## src/rtl/acc_pkg.sv

```systemverilog
`default_nettype none
// ============================================================================
// Module      : acc_pkg
// Description : Shared definitions for the burst accumulator: width
//               defaults and the controller state encoding.
// Revision    : 1.0 - initial release
// ============================================================================
package acc_pkg;

    localparam int DEFAULT_DATA_W = 32;
    localparam int DEFAULT_LEN_W  = 8;

    // Controller states; encoding 2'd3 is unused and recovers to IDLE.
    typedef enum logic [1:0] {
        ST_IDLE  = 2'd0,
        ST_ACCUM = 2'd1,
        ST_DONE  = 2'd2
    } acc_state_t;

endpackage : acc_pkg
`default_nettype wire

```

## src/rtl/acc_add32.sv

```systemverilog
`default_nettype none
// ============================================================================
// Module      : acc_add32
// Description : Combinational DATA_W-bit adder returning the truncated sum
//               and the carry out of the most significant bit.
// Revision    : 1.0 - initial release
// ============================================================================
module acc_add32
    import acc_pkg::*;
#(
    parameter int DATA_W = DEFAULT_DATA_W
) (
    input  logic [DATA_W-1:0] a,
    input  logic [DATA_W-1:0] b,
    output logic [DATA_W-1:0] sum,
    output logic              carry_out
);

    // Widen by one bit so the MSB carry lands in the top bit of the result.
    assign {carry_out, sum} = {1'b0, a} + {1'b0, b};

endmodule : acc_add32
`default_nettype wire

```

## src/rtl/acc_unit.sv

```systemverilog
`default_nettype none
// ============================================================================
// Module      : acc_unit
// Description : Burst accumulator. A start request in IDLE loads a burst
//               length; that many operands are summed modulo 2^DATA_W while
//               MSB carry-outs are counted (saturating). The result is held
//               under a valid/ready handshake until consumed.
// Revision    : 1.0 - initial release
// ============================================================================
module acc_unit
    import acc_pkg::*;
#(
    parameter int DATA_W = DEFAULT_DATA_W,
    parameter int LEN_W  = DEFAULT_LEN_W
) (
    input  logic              clk,
    input  logic              rst,
    input  logic              start,
    input  logic [LEN_W-1:0]  len,
    input  logic              in_valid,
    input  logic [DATA_W-1:0] in_data,
    output logic              in_ready,
    output logic              out_valid,
    output logic [DATA_W-1:0] out_sum,
    output logic [LEN_W-1:0]  out_carries,
    input  logic              out_ready,
    output logic              busy
);

    localparam logic [LEN_W-1:0] c_len_one = LEN_W'(1);
    localparam logic [LEN_W-1:0] c_len_max = {LEN_W{1'b1}};

    acc_state_t        r_state;
    acc_state_t        w_next_state;

    logic [DATA_W-1:0] r_acc;
    logic [LEN_W-1:0]  r_carries;
    logic [LEN_W-1:0]  r_remaining;
    logic [DATA_W-1:0] r_out_sum;
    logic [LEN_W-1:0]  r_out_carries;

    logic [DATA_W-1:0] w_sum;
    logic              w_carry;
    logic [LEN_W-1:0]  w_carries_next;
    logic              w_accept;
    logic              w_last;

    acc_add32 #(
        .DATA_W    (DATA_W)
    ) u_add (
        .a         (r_acc),
        .b         (in_data),
        .sum       (w_sum),
        .carry_out (w_carry)
    );

    assign w_accept       = in_valid && in_ready;
    assign w_last         = (r_remaining == c_len_one);
    assign w_carries_next = (w_carry && (r_carries != c_len_max)) ?
                            (r_carries + c_len_one) : r_carries;

    // State register; reset abandons any burst in progress.
    always_ff @(posedge clk or posedge rst) begin
        if (rst) begin
            r_state <= ST_IDLE;
        end else begin
            r_state <= w_next_state;
        end
    end

    // Next-state decode; start is only honoured in IDLE.
    always_comb begin
        w_next_state = r_state;
        case (r_state)
            ST_IDLE: begin
                if (start) begin
                    w_next_state = (len == '0) ? ST_DONE : ST_ACCUM;
                end
            end
            ST_ACCUM: begin
                if (w_accept && w_last) begin
                    w_next_state = ST_DONE;
                end
            end
            ST_DONE: begin
                if (out_ready) begin
                    w_next_state = ST_IDLE;
                end
            end
            default: w_next_state = ST_IDLE;
        endcase
    end

    // Handshake and status outputs decoded from state alone.
    always_comb begin
        in_ready  = 1'b0;
        out_valid = 1'b0;
        busy      = 1'b0;
        case (r_state)
            ST_ACCUM: begin
                in_ready = 1'b1;
                busy     = 1'b1;
            end
            ST_DONE: begin
                out_valid = 1'b1;
                busy      = 1'b1;
            end
            default: ;
        endcase
    end

    // Datapath: accumulate accepted operands and capture the result on the
    // final operand so the outputs only change when a burst completes.
    always_ff @(posedge clk or posedge rst) begin
        if (rst) begin
            r_acc         <= '0;
            r_carries     <= '0;
            r_remaining   <= '0;
            r_out_sum     <= '0;
            r_out_carries <= '0;
        end else begin
            case (r_state)
                ST_IDLE: begin
                    if (start) begin
                        r_acc       <= '0;
                        r_carries   <= '0;
                        r_remaining <= len;
                        if (len == '0) begin
                            r_out_sum     <= '0;
                            r_out_carries <= '0;
                        end
                    end
                end
                ST_ACCUM: begin
                    if (w_accept) begin
                        r_acc       <= w_sum;
                        r_carries   <= w_carries_next;
                        r_remaining <= r_remaining - c_len_one;
                        if (w_last) begin
                            r_out_sum     <= w_sum;
                            r_out_carries <= w_carries_next;
                        end
                    end
                end
                default: ;
            endcase
        end
    end

    assign out_sum     = r_out_sum;
    assign out_carries = r_out_carries;

endmodule : acc_unit
`default_nettype wire

```

## config.mk

```make
export PLATFORM = sky130hd
export DESIGN_NAME = acc_unit
export DESIGN_NICKNAME = d
export VERILOG_FILES = /design/src/rtl/acc_pkg.sv /design/src/rtl/acc_add32.sv /design/src/rtl/acc_unit.sv
export SDC_FILE = /design/constraint.sdc
export NUM_CORES = 1
export LEC_CHECK = 0
export CORE_ASPECT_RATIO = 1.75
export CORE_MARGIN = 2
export CORE_UTILIZATION = 59
export DETAILED_ROUTE_END_ITERATION = 12
export HOLD_SLACK_MARGIN = 0.05
export PLACE_DENSITY = 0.92
export RECOVER_POWER = 25
export SLEW_MARGIN = 20
export SYNTH_ARGS = -nofsm -noshare
export SYNTH_HDL_FRONTEND = slang
export SYNTH_SLANG_ARGS = --single-unit
```

## constraint.sdc

```tcl
create_clock -name clk -period 5.4 [get_ports clk]
set_clock_uncertainty 0.15 [all_clocks]
set_input_delay 1.35 -clock clk [delete_from_list [all_inputs] [get_ports clk]]
set_output_delay 1.35 -clock clk [all_outputs]
set_load 0.02 [all_outputs]
```

### After elaboration in Yosys (flattened, before gate mapping)

Cells that the tools add are included.

* flip-flop bits (word level): 90
* bits in latches: 0
* bits in writable memories: 0
* memory bits (read-only): 0
* input bits: 45
* output and inout bits: 43
* logic and storage cells: 57
* memories kept: 0

* add/subtract/negate cells: 3
* $mul: 0
* div/mod/pow operators: 0
* magnitude comparators: 0
* eq/ne operators: 10
* shifts and indexed selects: 0
* mux-type cells: 28
* bitwise logic cells: 0
* reductions and logical operators: 10

Operators with widths (number)
* $mux 32: 6
* $pmux 32 s2: 2
* $mux 8: 9
* $pmux 8 s2: 3
* $add 32x32->33: 1
* $ne 2x2->1 const B: 6
* $add 8x1->8 const B: 1
* $eq 8x1->1 const B: 1
* $logic_not 8->1: 1
* $mux 2: 4
* $ne 8x8->1 const B: 1
* $sub 8x1->8 const B: 1
* $pmux 2 s3: 1
* $reduce_and 3->1: 2
* $reduce_and 5->1: 1
* $logic_and 1x1->1: 3
* $mux 1: 3
* $eq 2x1->1 const B: 1
* $eq 2x2->1 const B: 1
* $logic_not 2->1: 1
* $reduce_bool 2->1: 1
* $reduce_or 2->1: 1

### Depth between registers and ports, before layout

* depth after elaboration: 6
* depth in mapped cells: 11
* depth with buffers taken out: 10

### Hierarchy

From an unflattened synthesis, not the netlist that was laid out.

* cells, all modules: 661
* area total of the unflattened synthesis: 6088.3 µm²

By module, submodules not included
* acc_unit: times used 1, cells each 387, area each 4186.5 µm²
* acc_add32: times used 1, cells each 274, area each 1901.8 µm²

### Worst setup path before layout

OpenSTA, ideal clock, no wires.

* path kind: input port to flip-flop
* start: input port in_data[0]
* end: register r_out_sum[30] (netlist: out_sum[30])
* library setup time: 0.126 ns
* arrival: 3.513 ns
* required time: 5.124 ns
* slack: 1.611 ns
* stages: 10
* buffers on the path: 0
* cells stage by stage: ha_1 -> fa_1 -> a211oi_2 -> o21bai_1 -> nor3b_2 -> o211ai_4 -> nand3_2 -> a31oi_2 -> mux2i_1 -> a221o_1

* longest elaborated chain between the ends: 4

RTL lines
* start, declared: line acc_unit.sv:21 `input logic [DATA_W-1:0] in_data,`
* $add 32x32->33: line acc_add32.sv:20 `assign {carry_out, sum} = {1'b0, a} + {1'b0, b};`
* $mux 32: line acc_unit.sv:139 `if (w_last) begin`
* $mux 32: line acc_unit.sv:135 `if (w_accept) begin`
* $pmux 32 s2: line acc_unit.sv:122 `case (r_state)`
* end signal, assigned: line acc_unit.sv:140 `r_out_sum <= w_sum;`
* end, declared: line acc_unit.sv:39 `logic [DATA_W-1:0] r_out_sum;`

No other way between the ends. The select of a mux whose other input is x is not followed.
A chain may end at the register's enable or synchronous reset.

### Worst setup path after layout

* start: input port in_data[0]
* end: register r_acc[30]

* longest elaborated chain between the ends: 3

RTL lines
* $add 32x32->33: line acc_add32.sv:20
* $mux 32: line acc_unit.sv:135
* $pmux 32 s2: line acc_unit.sv:122
* end signal, assigned: line acc_unit.sv:136 `r_acc <= w_sum;`
* end, declared: line acc_unit.sv:36 `logic [DATA_W-1:0] r_acc;`

No other way between the ends. The select of a mux whose other input is x is not followed.

==> results.json <==
{
  "area_delta_synth_final_pct": 21.22,
  "path_delay_family": "compound AO/OA/AOI/OAI gates",
  "htree_num_levels": 3,
  "drive_gt1_share_pct": 7.787,
  "synth_top_family_by_area": "compound AO/OA/AOI/OAI gates",
  "reg2reg_depth": 10,
  "path_max_fanout": 5,
  "hold_viol_final": 0,
  "path_clk_slew_ns": 0.07,
  "fin_crit_sh_pct": 80.26,
  "grt_max_degree": 56,
  "dr.pass1.iters": 5,
  "synth-simple-area-share_pct": 16.62,
  "startpoint_type": "primary input",
  "synthAdderAreaFrac_pct": 8.503,
  "clockRootBuffer": "clkbuf_16",
  "grtUsageTotal_pct": 31.62,
  "post-route-min-period_ns": 4.334,
  "viasPerCell": 6.266,
  "cts_setup_buffers": 0,
  "cp.depth": 11,
  "dp_cells": 841,
  "fin_tns_setup_ns": 0,
  "synth.area.mux_share_pct": 1.718,
  "fin_cells": 857,
  "totalWireLength_um": 16470,
  "maxSlewHeadroom_pct": -64.21,
  "pwr_density_cell_nw_per_um2": 486.5,
  "synth.avg_cell_area_um2": 8.964,
  "crit_arrival_ns": 4.41,
  "initial_core_util_pct": 59.89,
  "peakVddDrop_v": 0.0003350,
  "synth_ff_type": "dfrtp_1",
  "rows": 48,
  "hpwl_um": 12050,
  "leakagePower_uw": 0.003195,
  "synth_edf_count": 0,
  "grt_pass1_wl_um": 26480,
  "setup_violations": 0,
  "wl_per_cell_um": 19.22,
  "dieWidth_um": 79.12,
  "cap_violations": 1,
  "synth_xor_area_share_pct": 4.359,
  "cpMaxStageDelayCell": "fa_1",
  "fmax_mhz": 230.7,
  "reg2reg_slack_ns": 2.07,
  "boundaryPins": 88,
  "grt_pass1_vias": 5591,
  "required_ns": 5.47,
  "insertedDiodeCount": 0,
  "netlist_area_um2": 5827,
  "dieHeight_um": 135.5,
  "cts_buffer_depth": 2,
  "path_cells": "clkdlybuf4s50_1 -> ha_1 -> fa_1 -> a211oi_2 -> o21bai_1 -> nor3b_2 -> o211ai_4 -> nand3_2 -> a31oi_2 -> mux2i_1 -> a221o_1",
  "cts_hold_buffers": 0,
  "cts_made_buffers": 9,
  "cts_tree": "yes",
  "die-area_um2": 10720,
  "ys_ff_latch": 90,
  "path_buf_inv": 1,
  "critical_path.endpoint_type": "flip-flop",
  "async_flop_share_pct": 100.0,
  "drtIter0Drc": 286,
  "insertion_delay_ns": 0.35,
  "ys_types": 70,
  "worst_pin_slew_ns": 2.450,
  "grt_overflow": 0,
  "outcome": "complete, but fails checks",
  "yosys_warnings": 0,
  "num-nets-final": 811,
  "ant_nets": 0,
  "cts.sink_count": 90,
  "critPathKind": "primary input to flip-flop",
  "placeableCoreArea_um2": 9729,
  "hp-class": "flip-flop to flip-flop",
  "slew_viol_final": 56,
  "violations": "capacitance limit, slew limit",
  "ys_seq_area_share_pct": 38.65,
  "post_cts_resized": 0,
  "antenna_found_initial": 0,
  "critPathMaxStageDelay_ns": 0.48,
  "min_path_cells": 2,
  "vias": 5370,
  "synth_nets": 734,
  "port_buffers": 87,
  "synth_compound_area_share_pct": 26.71,
  "syn_inst": 650,
  "gp_congestion": 0.9972,
  "rsz0062_at_grt": "no",
  "route.detailed.drc": 0
}
## cell usage in the layout (no fill, tap or decap), types with 4 or more instances in the layout
master,n
o211ai_1,6
clkdlybuf4s50_1,85
nor2_1,37
xnor2_1,13
o21ai_1,10
and2_1,7
ha_1,38
o31ai_1,8
nand4_1,6
inv_1,12
a31oi_1,8
a211o_1,4
nand2_1,99
dfrtp_1,90
nor4_1,5
clkbuf_16,9
a21oi_1,42
buf_4,8
mux2i_1,10
a31o_2,5
a21o_1,14
a22o_1,17
nor3_1,5
xor2_1,16
o21ai_0,64
nand3_1,21
o22ai_1,6
o21bai_1,8
nand2b_1,6
and3_1,11
## worst paths after layout
| path | start | to |
|---|---|---|
| max reg2reg | r_acc[0] | r_acc[30] |
| min in group asynchronous | rst | out_sum[4] |
| max | in_data[0] | r_acc[30] |
| min | out_sum[12] | out_sum[12] |
| min reg2reg | out_sum[12] | out_sum[12] |
| max in group asynchronous | rst | out_sum[28] |
## metrics by stage
stage                     hold WS, ns  setup slack [ns]  instance area, um2  util [%]  total power, uW
after floorplan                0.3026             1.565                5827         -             2208
after global placement         0.3040            0.9605                6773     69.61             2727
after detailed placement       0.3173            0.8722                6773     69.61             2800
after CTS                      0.3318             1.124                7063     72.60             3426
after global routing           0.3555            0.9572                7063     72.60             3649
final                          0.3258             1.066                7063     72.60             3436
## where the power goes
group	leakage (uW)	switching (uW)	internal [uW]
sequential	0.00121	130	862
combinational	0.00185	1150	685
clock	0.000139	271	341
total	0.00320	1550	1890
## routing by layer
metal / global-route usage [%] / routed length, um / vias up
li1: - / - / 2528
met1: 34.27 / 5961 / 2587
met2: 59.18 / 9197 / 200
met3: 3.600 / 645 / 55
met4: 16.09 / 670 / 0
met5: 0 / 0 / -
## sequential cells by signal, summed over array words and instances (netlist names)
signal and cells:
out_carries 8, out_sum 32, r_acc 32, r_carries 8
r_remaining 8, r_state 2
## synthesized netlist by cell type, types with 10 or more instances
library cell | number | area share [%]
o21ai_1 | 10 | 0.86
nand3_1 | 22 | 1.9
a21oi_1 | 42 | 3.6
xor2_1 | 16 | 2.4
and3_1 | 11 | 1.2
ha_1 | 38 | 8.2
o21ai_0 | 64 | 5.5
inv_1 | 13 | 0.84
nand2_1 | 99 | 6.4
xnor2_1 | 13 | 2.0
nor2_1 | 37 | 2.4
mux2i_1 | 10 | 1.7
dfrtp_1 | 90 | 39
a21o_1 | 14 | 1.8
clkbuf_1 | 18 | 1.2
a22o_1 | 17 | 2.6
## cell families after synthesis
logic type | count (synthesis)
compound gates | 228
xor+xnor | 29
fa+ha+maj | 39
buf+inv | 43
flops | 90
mux | 10
simple gates | 211
## area by class of cell
cell class	count	area (um2)
Clock buffer	12	256.5
Clock inverter	4	33.78
Fill cell	745	2666
Inverter	14	53.80
Multi-Input combinational cell	517	3379
Sequential cell	90	2252
Tap cell	125	156.4
Timing Repair Buffer	95	930.9
## tightest hold or removal path: stages, from the launching register on
cell	delay, ns
dfrtp_1	0.34
nand2_1	0.05
o31ai_1	0.06
Power figures use the tool's default switching activity.
